<file path="config.mk">
export PLATFORM = sky130hd
export DESIGN_NAME = uart_cmd_framer
export DESIGN_NICKNAME = d
export VERILOG_FILES = /design/src/rtl/uart_cmd_framer.sv
export SDC_FILE = /design/constraint.sdc
export NUM_CORES = 1
export LEC_CHECK = 0
export BUFFER_PORTS_ARGS = -buffer_cell sky130_fd_sc_hd__buf_4
export CAP_MARGIN = 20
export CORE_UTILIZATION = 40
export DETAILED_ROUTE_END_ITERATION = 8
export SLEW_MARGIN = 20
export SYNTH_ARGS = -nofsm -noshare
export SYNTH_HDL_FRONTEND = slang
export SYNTH_SLANG_ARGS = --single-unit
</file>
<file path="constraint.sdc">
create_clock -name clk -period 4.35 [get_ports clk]
set_clock_uncertainty 0.1 [all_clocks]
set_input_delay 0.435 -clock clk [delete_from_list [all_inputs] [get_ports clk]]
set_output_delay 0.435 -clock clk [all_outputs]
set_load 0.05 [all_outputs]
</file>
<file path="src/rtl/uart_cmd_framer.sv">
// uart_cmd_framer
// Assembles CMD_BYTES received UART bytes (first byte = MSB) into command
// words and queues them in a small FIFO. A partial frame that sees no new
// byte for TIMEOUT_CYC clocks is discarded. On request, a RESP_BYTES-wide
// response word is sent out as back-to-back UART bytes, MSB first.
module uart_cmd_framer #(
    parameter int CMD_BYTES   = 2,
    parameter int FIFO_DEPTH  = 4,
    parameter int TIMEOUT_CYC = 50000,
    parameter int RESP_BYTES  = 1
) (
    input  logic                      clk,
    input  logic                      rst_n,
    input  logic                      rx_rdy,
    input  logic [7:0]                rx_data,
    output logic                      clr_rx_rdy,
    output logic [8*CMD_BYTES-1:0]    cmd,
    output logic                      cmd_rdy,
    input  logic                      clr_cmd_rdy,
    output logic                      cmd_ovfl,
    output logic                      frame_err,
    input  logic                      clr_err,
    input  logic                      send_resp,
    input  logic [8*RESP_BYTES-1:0]   resp,
    output logic                      resp_busy,
    output logic                      resp_done,
    output logic                      trmt,
    output logic [7:0]                tx_data,
    input  logic                      tx_done
);

    localparam int CMD_W  = 8 * CMD_BYTES;
    localparam int RESP_W = 8 * RESP_BYTES;
    localparam int IDX_W  = (CMD_BYTES > 1) ? $clog2(CMD_BYTES) : 1;
    localparam int TO_W   = $clog2(TIMEOUT_CYC + 1);
    localparam int AW     = $clog2(FIFO_DEPTH);
    localparam int RC_W   = $clog2(RESP_BYTES + 1);

    localparam logic [IDX_W-1:0] IDX_ZERO = '0;
    localparam logic [IDX_W-1:0] IDX_ONE  = IDX_W'(1);
    localparam logic [IDX_W-1:0] LAST_IDX = IDX_W'(CMD_BYTES - 1);
    localparam logic [TO_W-1:0]  TO_ONE   = TO_W'(1);
    localparam logic [TO_W-1:0]  TO_LIMIT = TO_W'(TIMEOUT_CYC);
    localparam logic [AW:0]      PTR_ONE  = (AW + 1)'(1);
    localparam logic [RC_W-1:0]  RC_ONE   = RC_W'(1);
    localparam logic [RC_W-1:0]  RC_FULL  = RC_W'(RESP_BYTES);

    typedef enum logic [1:0] {
        TX_IDLE,
        TX_LOAD,
        TX_SEND,
        TX_WAIT
    } tx_state_t;

    // Receive-side assembly state
    logic [IDX_W-1:0] byte_idx;
    logic [TO_W-1:0]  to_cnt;
    logic [CMD_W-1:0] asm_word;
    logic             timeout_hit;
    logic [IDX_W-1:0] cur_idx;
    logic             push;
    logic [CMD_W-1:0] push_word;

    // Command FIFO
    logic [CMD_W-1:0] mem [FIFO_DEPTH];
    logic [AW:0]      wr_ptr;
    logic [AW:0]      rd_ptr;
    logic             fifo_empty;
    logic             fifo_full;
    logic             pop;
    logic             push_ok;
    logic             push_drop;

    // Response serializer
    tx_state_t         tx_state;
    logic [RESP_W-1:0] tx_shift;
    logic [RC_W-1:0]   resp_cnt;

    // Every presented byte is consumed in the same cycle.
    assign clr_rx_rdy = rx_rdy;

    // Timeout takes precedence over a byte arriving in the same cycle, so that
    // byte restarts a new frame at index 0; the final byte is bypassed straight
    // into the pushed word.
    always_comb begin
        timeout_hit = (byte_idx != IDX_ZERO) && (to_cnt == TO_LIMIT);
        cur_idx     = timeout_hit ? IDX_ZERO : byte_idx;
        push        = rx_rdy && (cur_idx == LAST_IDX);
        push_word   = asm_word;
        push_word[7:0] = rx_data;
    end

    // Byte assembly, inter-byte timeout counter and frame error pulse.
    always_ff @(posedge clk or negedge rst_n) begin
        if (!rst_n) begin
            byte_idx  <= IDX_ZERO;
            to_cnt    <= '0;
            asm_word  <= '0;
            frame_err <= 1'b0;
        end else begin
            frame_err <= timeout_hit;
            if (rx_rdy) begin
                for (int k = 0; k < CMD_BYTES; k++) begin
                    if (cur_idx == IDX_W'(k)) begin
                        asm_word[8*(CMD_BYTES-k)-1 -: 8] <= rx_data;
                    end
                end
                byte_idx <= (cur_idx == LAST_IDX) ? IDX_ZERO : (cur_idx + IDX_ONE);
                to_cnt   <= '0;
            end else if (timeout_hit) begin
                byte_idx <= IDX_ZERO;
                to_cnt   <= '0;
            end else if (byte_idx != IDX_ZERO) begin
                to_cnt <= to_cnt + TO_ONE;
            end
        end
    end

    // FIFO status; a pop frees a slot in the same cycle so a push into a full
    // FIFO alongside a pop is not an overflow.
    always_comb begin
        fifo_empty = (wr_ptr == rd_ptr);
        fifo_full  = (wr_ptr[AW] != rd_ptr[AW]) &&
                     (wr_ptr[AW-1:0] == rd_ptr[AW-1:0]);
        pop        = clr_cmd_rdy && !fifo_empty;
        push_ok    = push && (!fifo_full || pop);
        push_drop  = push && fifo_full && !pop;
    end

    assign cmd     = mem[rd_ptr[AW-1:0]];
    assign cmd_rdy = !fifo_empty;

    // FIFO storage, pointers and the sticky overflow flag (set beats clear).
    always_ff @(posedge clk or negedge rst_n) begin
        if (!rst_n) begin
            for (int i = 0; i < FIFO_DEPTH; i++) begin
                mem[i] <= '0;
            end
            wr_ptr   <= '0;
            rd_ptr   <= '0;
            cmd_ovfl <= 1'b0;
        end else begin
            if (push_ok) begin
                mem[wr_ptr[AW-1:0]] <= push_word;
                wr_ptr              <= wr_ptr + PTR_ONE;
            end
            if (pop) begin
                rd_ptr <= rd_ptr + PTR_ONE;
            end
            if (push_drop) begin
                cmd_ovfl <= 1'b1;
            end else if (clr_err) begin
                cmd_ovfl <= 1'b0;
            end
        end
    end

    // Response FSM: the first byte strobes one cycle after the request, later
    // bytes pass through LOAD so they strobe two cycles after tx_done.
    always_ff @(posedge clk or negedge rst_n) begin
        if (!rst_n) begin
            tx_state  <= TX_IDLE;
            tx_shift  <= '0;
            resp_cnt  <= '0;
            trmt      <= 1'b0;
            tx_data   <= 8'h00;
            resp_busy <= 1'b0;
            resp_done <= 1'b0;
        end else begin
            trmt      <= 1'b0;
            resp_done <= 1'b0;
            case (tx_state)
                TX_IDLE: begin
                    if (send_resp) begin
                        tx_shift  <= resp;
                        resp_cnt  <= RC_FULL;
                        tx_data   <= resp[RESP_W-1 -: 8];
                        trmt      <= 1'b1;
                        resp_busy <= 1'b1;
                        tx_state  <= TX_SEND;
                    end
                end
                TX_LOAD: begin
                    tx_data  <= tx_shift[RESP_W-1 -: 8];
                    trmt     <= 1'b1;
                    tx_state <= TX_SEND;
                end
                TX_SEND: begin
                    tx_state <= TX_WAIT;
                end
                TX_WAIT: begin
                    if (tx_done) begin
                        if (resp_cnt == RC_ONE) begin
                            resp_cnt  <= '0;
                            resp_done <= 1'b1;
                            resp_busy <= 1'b0;
                            tx_state  <= TX_IDLE;
                        end else begin
                            resp_cnt <= resp_cnt - RC_ONE;
                            tx_shift <= tx_shift << 8;
                            tx_state <= TX_LOAD;
                        end
                    end
                end
                default: begin
                    tx_state  <= TX_IDLE;
                    resp_busy <= 1'b0;
                end
            endcase
        end
    end

endmodule

</file>
* Word-level counts from Yosys, hierarchy flattened
Index checks and enable logic that the tools add are counted.
** Word-level totals
- Word-level logic and storage cells :: 98
- Bits in registers :: 119
** Cells by class
- $add $sub $neg :: 5
- Reductions and logical operators :: 23
- Order comparisons :: 3
- Bitwise operators :: 3
- Muxes and demuxes :: 35
- Eq/ne operators :: 11
** Operators by type and width (count)
- $mux W16 :: 6
- $bwmux W64 :: 1
- $bmux W16 S2 :: 1
- $demux W16 S2 :: 1
- $pmux W8 S2 :: 2
- $mux W8 :: 3
- $add A16 B1 Y16 const B :: 1
- $eq A16 B16 Y1 const B :: 1
- $mux W1 :: 15
- $logic_and A1 B1 Y1 :: 8
- $ne A2 B2 Y1 const B :: 4
- $pmux W2 S4 :: 1
- $reduce_and A4 Y1 :: 2
- $add A3 B1 Y3 const B :: 2
- $ge A3 B3 Y1 const B :: 2
- $not A2 Y3 :: 2
- $pmux W1 S2 :: 3
- $reduce_and A2 Y1 :: 3
- $reduce_bool A2 Y1 :: 3
- $eq A2 B2 Y1 const B :: 2
- $mux W2 :: 2
- $eq A3 B3 Y1 :: 1
- $logic_not A1 Y1 :: 3
- $lt A3 B1 Y1 const B :: 1
- other kinds (10) :: 10

* Depth between registers and ports, before layout
- Depth after elaboration :: 7
- Mapped depth :: 12
- Mapped depth without buffers :: 10

* Worst setup path before layout
No wires, ideal clock.
- Kind :: reg-to-reg
- From :: register to_cnt[0]
- To :: register mem[10] (netlist name)
- Setup slack :: 1.724 ns
- Stages on the path, launching flop included :: 13
- Path buffers :: 2
- Arrival time :: 2.401 ns
- Path through :: dfrtp_1 inv_1 ha_1 and4b_1 a41o_1 buf_2 inv_1 ha_1 inv_1 a41oi_4 nand2_4 buf_6 mux2_4
** On the way
- Word-level cells in the longest chain between the ends :: 5
** Ends and longest elaborated chain
- start: declaration :: RTL line 57 : logic [TO_W-1:0] to_cnt;
- start signal: assignment :: RTL line 114 : to_cnt <= to_cnt + TO_ONE;
- $eq A16 B16 Y1 :: RTL line 86 : timeout_hit = (byte_idx != IDX_ZERO) && (to_cnt == TO_LIMIT);
- $logic_and A1 B1 Y1 :: RTL line 86
- $mux W1
- $logic_and A1 B1 Y1 :: RTL line 88 : push = rx_rdy && (cur_idx == LAST_IDX);
- $logic_and A1 B1 Y1 :: RTL line 126 : push_ok = push && (!fifo_full || pop);
- end signal: indexed assignment :: RTL line 144 : mem[wr_ptr[AW-1:0]] <= push_word;
- end: declaration :: RTL line 65 : logic [CMD_W-1:0] mem [FIFO_DEPTH];
No other way between the ends.
A chain may end at the register's enable or synchronous reset.

* Final worst setup path
- From :: register to_cnt[0]
- To :: register mem[9] (netlist name)
The elaborated chain is that of the path after synthesis.

==> metrics <==
WL/cell=around 17 um; Mapped Avg Cell Area=between 10 and 15 um2; Area after DPL=6070 um2; Fin. Hold Viols=0; layout cells sized above 1=a little under 40%; initial drt markers=170; slowest cell delay on critical path=0.46 ns; slew of the pin with the lowest slew margin=0.968 ns; Synth area leader=dfrtp_1; ANT nets after route=0; CTS Sinks=between 100 and 150; Clock Tree Buf Depth=2; diode count=0; critical path's slowest cell=dfrtp_1; post-route clock period utilization=65.3%; top_reg_cell synth=dfrtp_1; initial core utilization=41.4%; Worst R2R Setup Slack=1.51 ns; first-pass GRT wire length=17900 um; Arr. time, crit path=3.03 ns; drt pass-1 iters=4; die area=14400 um2; Final TNS setup=0 ns; Final Max Tran Viols=0; R2R depth=10; io pins=54; vias in the first global route=3430; placed cell count=602; Die X=about 120 um; Hold Path Class=in2async; max-cap viol count=0; reg-to-reg endpoint=mem[9]; drt drc=0; height of the die=120 um; count of cell types in the netlist=50; Critical Path End Type=flop; total wire length=10800 um; Clk Latency, worst-skew pair=between 0.4 and 0.5 ns; Worst slew margin=35.4%; number of synthesized flops with an enable pin=0; dpl hpwl=6790 um; ys async rst share=100%; Post-Synthesis Cells=389; CTS resizes=0; H-tree Lvls=4; Final Non-Filler Cells=633; Synth top cells by count=dfrtp_1, mux2_4, mux2_2; Final nets=477; via count=3317; root buffer cell=clkbuf_16; # Post-CTS Setup Buffers=0; clock-pin transition on the worst setup and hold timing paths=0.05 ns; f_max=352 MHz; core area=13400 um2; most common cell in the synthesized netlist=dfrtp_1; Core Util, Final=50.1%; hold_buf cts=0; Mapped Area=about 5600 um2; VDD IR max=between 0.3 and 0.4 mV; Required @ worst endpoint=4.54 ns; row cnt=42; TritonCTS clock tree=built; Lkg Pwr=roughly 3.2 nW; startpoint type of the worst setup path=flop; largest net degree at the start of global routing=just under 80; Synth area leaders=dfrtp_1, mux2_4, mux2_2; Synth top area share=between 50% and 60%; FF-to-FF Start=to_cnt[0]; most frequent CP cell=inv_1; crit-path max FO=17; RSZ-0062 raised after global routing=no; run status=finished, final reports clean; Mapped Nets=421; power consumption=5.98 mW; WS Path Type=reg2reg; Final GP Congestion=0.797; crit path cell chain=inv_1 -> ha_1 -> and4b_1 -> a41o_1 -> inv_1 -> ha_1 -> inv_1 -> a41oi_4 -> nand2_4 -> mux2_4; Total Routing Usage GR=16.5%; Area growth syn-to-layout=20.8%; post-synthesis register bit count=119; min Tclk post-route=2.84 ns; Vias/cell=5.24; antenna violations before repair=0; TritonCTS buffer count=17; Design Area, Final=6710 um2; PortBufs=53; Seq/Total Area, Yosys=about 54%; Yosys warning count=0; Congestion Overflow GR=0; pwr/cell area=892 nW/um2; Final setup viols=0
==> layout make-up <==
| type | instances | area [um2] |
|---|---|---|
| clock inverter | 10 | 175 |
| tap | 176 | 220 |
| inverter | 16 | 60.1 |
| multi-input combinational | 235 | 2390 |
| clock buffer | 21 | 460 |
| timing repair buffer | 56 | 420 |
| sequential | 119 | 2980 |
| fill | 1157 | 6690 |
==> sequential cells by signal, indices dropped and copies added, names as in the netlist <==
| signal | count |
|---|---|
| mem | 64 |
| to_cnt | 16 |
| asm_word | 8 |
| tx_data | 8 |
| tx_shift | 8 |
| rd_ptr | 3 |
| wr_ptr | 3 |
| tx_state | 2 |
| byte_idx | 1 |
| cmd_ovfl | 1 |
| frame_err | 1 |
| resp_busy | 1 |
| resp_cnt | 1 |
| resp_done | 1 |
| trmt | 1 |
==> cell usage in the layout, fill, tap and decap left out, drive strengths merged, types with 2 or more instances in the layout <==
master / n
dfrtp: 119
mux2: 73
buf: 56
clkbuf: 21
nand2: 19
inv: 16
nor2: 16
mux4: 16
xnor2: 13
a22o: 11
o21ai: 11
ha: 9
a22oi: 8
nand4: 7
nor4: 6
nand3: 5
clkinv: 5
bufinv: 5
o31ai: 4
xor2: 3
nor2b: 3
nor3: 3
nor4b: 2
nor3b: 2
and2: 2
a21o: 2
a31oi: 2
==> critical path, delay by kind of cell, from the launching register on <==
family | cells | cell delay (ns)
AO/OA/AOI/OAI | 2 | 0.73
adder cells (fa/ha/maj) | 2 | 0.32
buffers and inverters | 3 | 0.22
flip-flops | 1 | 0.46
multiplexers | 1 | 0.37
AND/OR/NAND/NOR | 2 | 0.49
==> cell families after synthesis <==
| logic type | count (synthesis) | share of synthesized area (%) |
|---|---|---|
| xor gates and xnor gates | 16 | 2.79 |
| DFF | 119 | 53.6 |
| buffers and inverters | 35 | 3.24 |
| AOI/OAI and AO/OA | 50 | 6.92 |
| muxes | 89 | 24.3 |
| and+or+nand+nor | 71 | 7.12 |
| adders and majority gates | 9 | 2.03 |
==> stage by stage <==
step	hold slack (ns)	setup slack, ns
finish	0.0718	1.51
global route	0.105	1.29
CTS	0.101	1.49
detailed placement	0.377	1.50
global placement	0.368	1.56
floorplan	0.0394	1.72
==> power by group <==
| group | switching, mW | internal (mW) |
|---|---|---|
| Clock | 0.476 | 1.04 |
| Combinational | 1.35 | 1.14 |
| Sequential | 0.383 | 1.59 |
==> worst max-delay path by stage <==
stage	cells past startpoint	end	start	slack, ns
4_1_cts	10	mem[9]	to_cnt[0]	1.49
6_report	10	mem[9]	to_cnt[0]	1.51
5_1_grt	10	mem[41]	to_cnt[0]	1.29
3_3_place_gp	10	mem[11]	to_cnt[0]	1.56
3_5_place_dp	10	mem[15]	to_cnt[0]	1.50
2_1_floorplan	12	mem[10]	to_cnt[0]	1.72
==> per-layer routing <==
metal | share of wire [%] | GRT usage (%)
met1 | 47 | 21.5
met2 | 48 | 25.4
met3 | 3.5 | 5.09
met4 | 1.0 | 6.95
met5 | 0 | 0
Note: power is estimated with default switching activity, not from simulation.
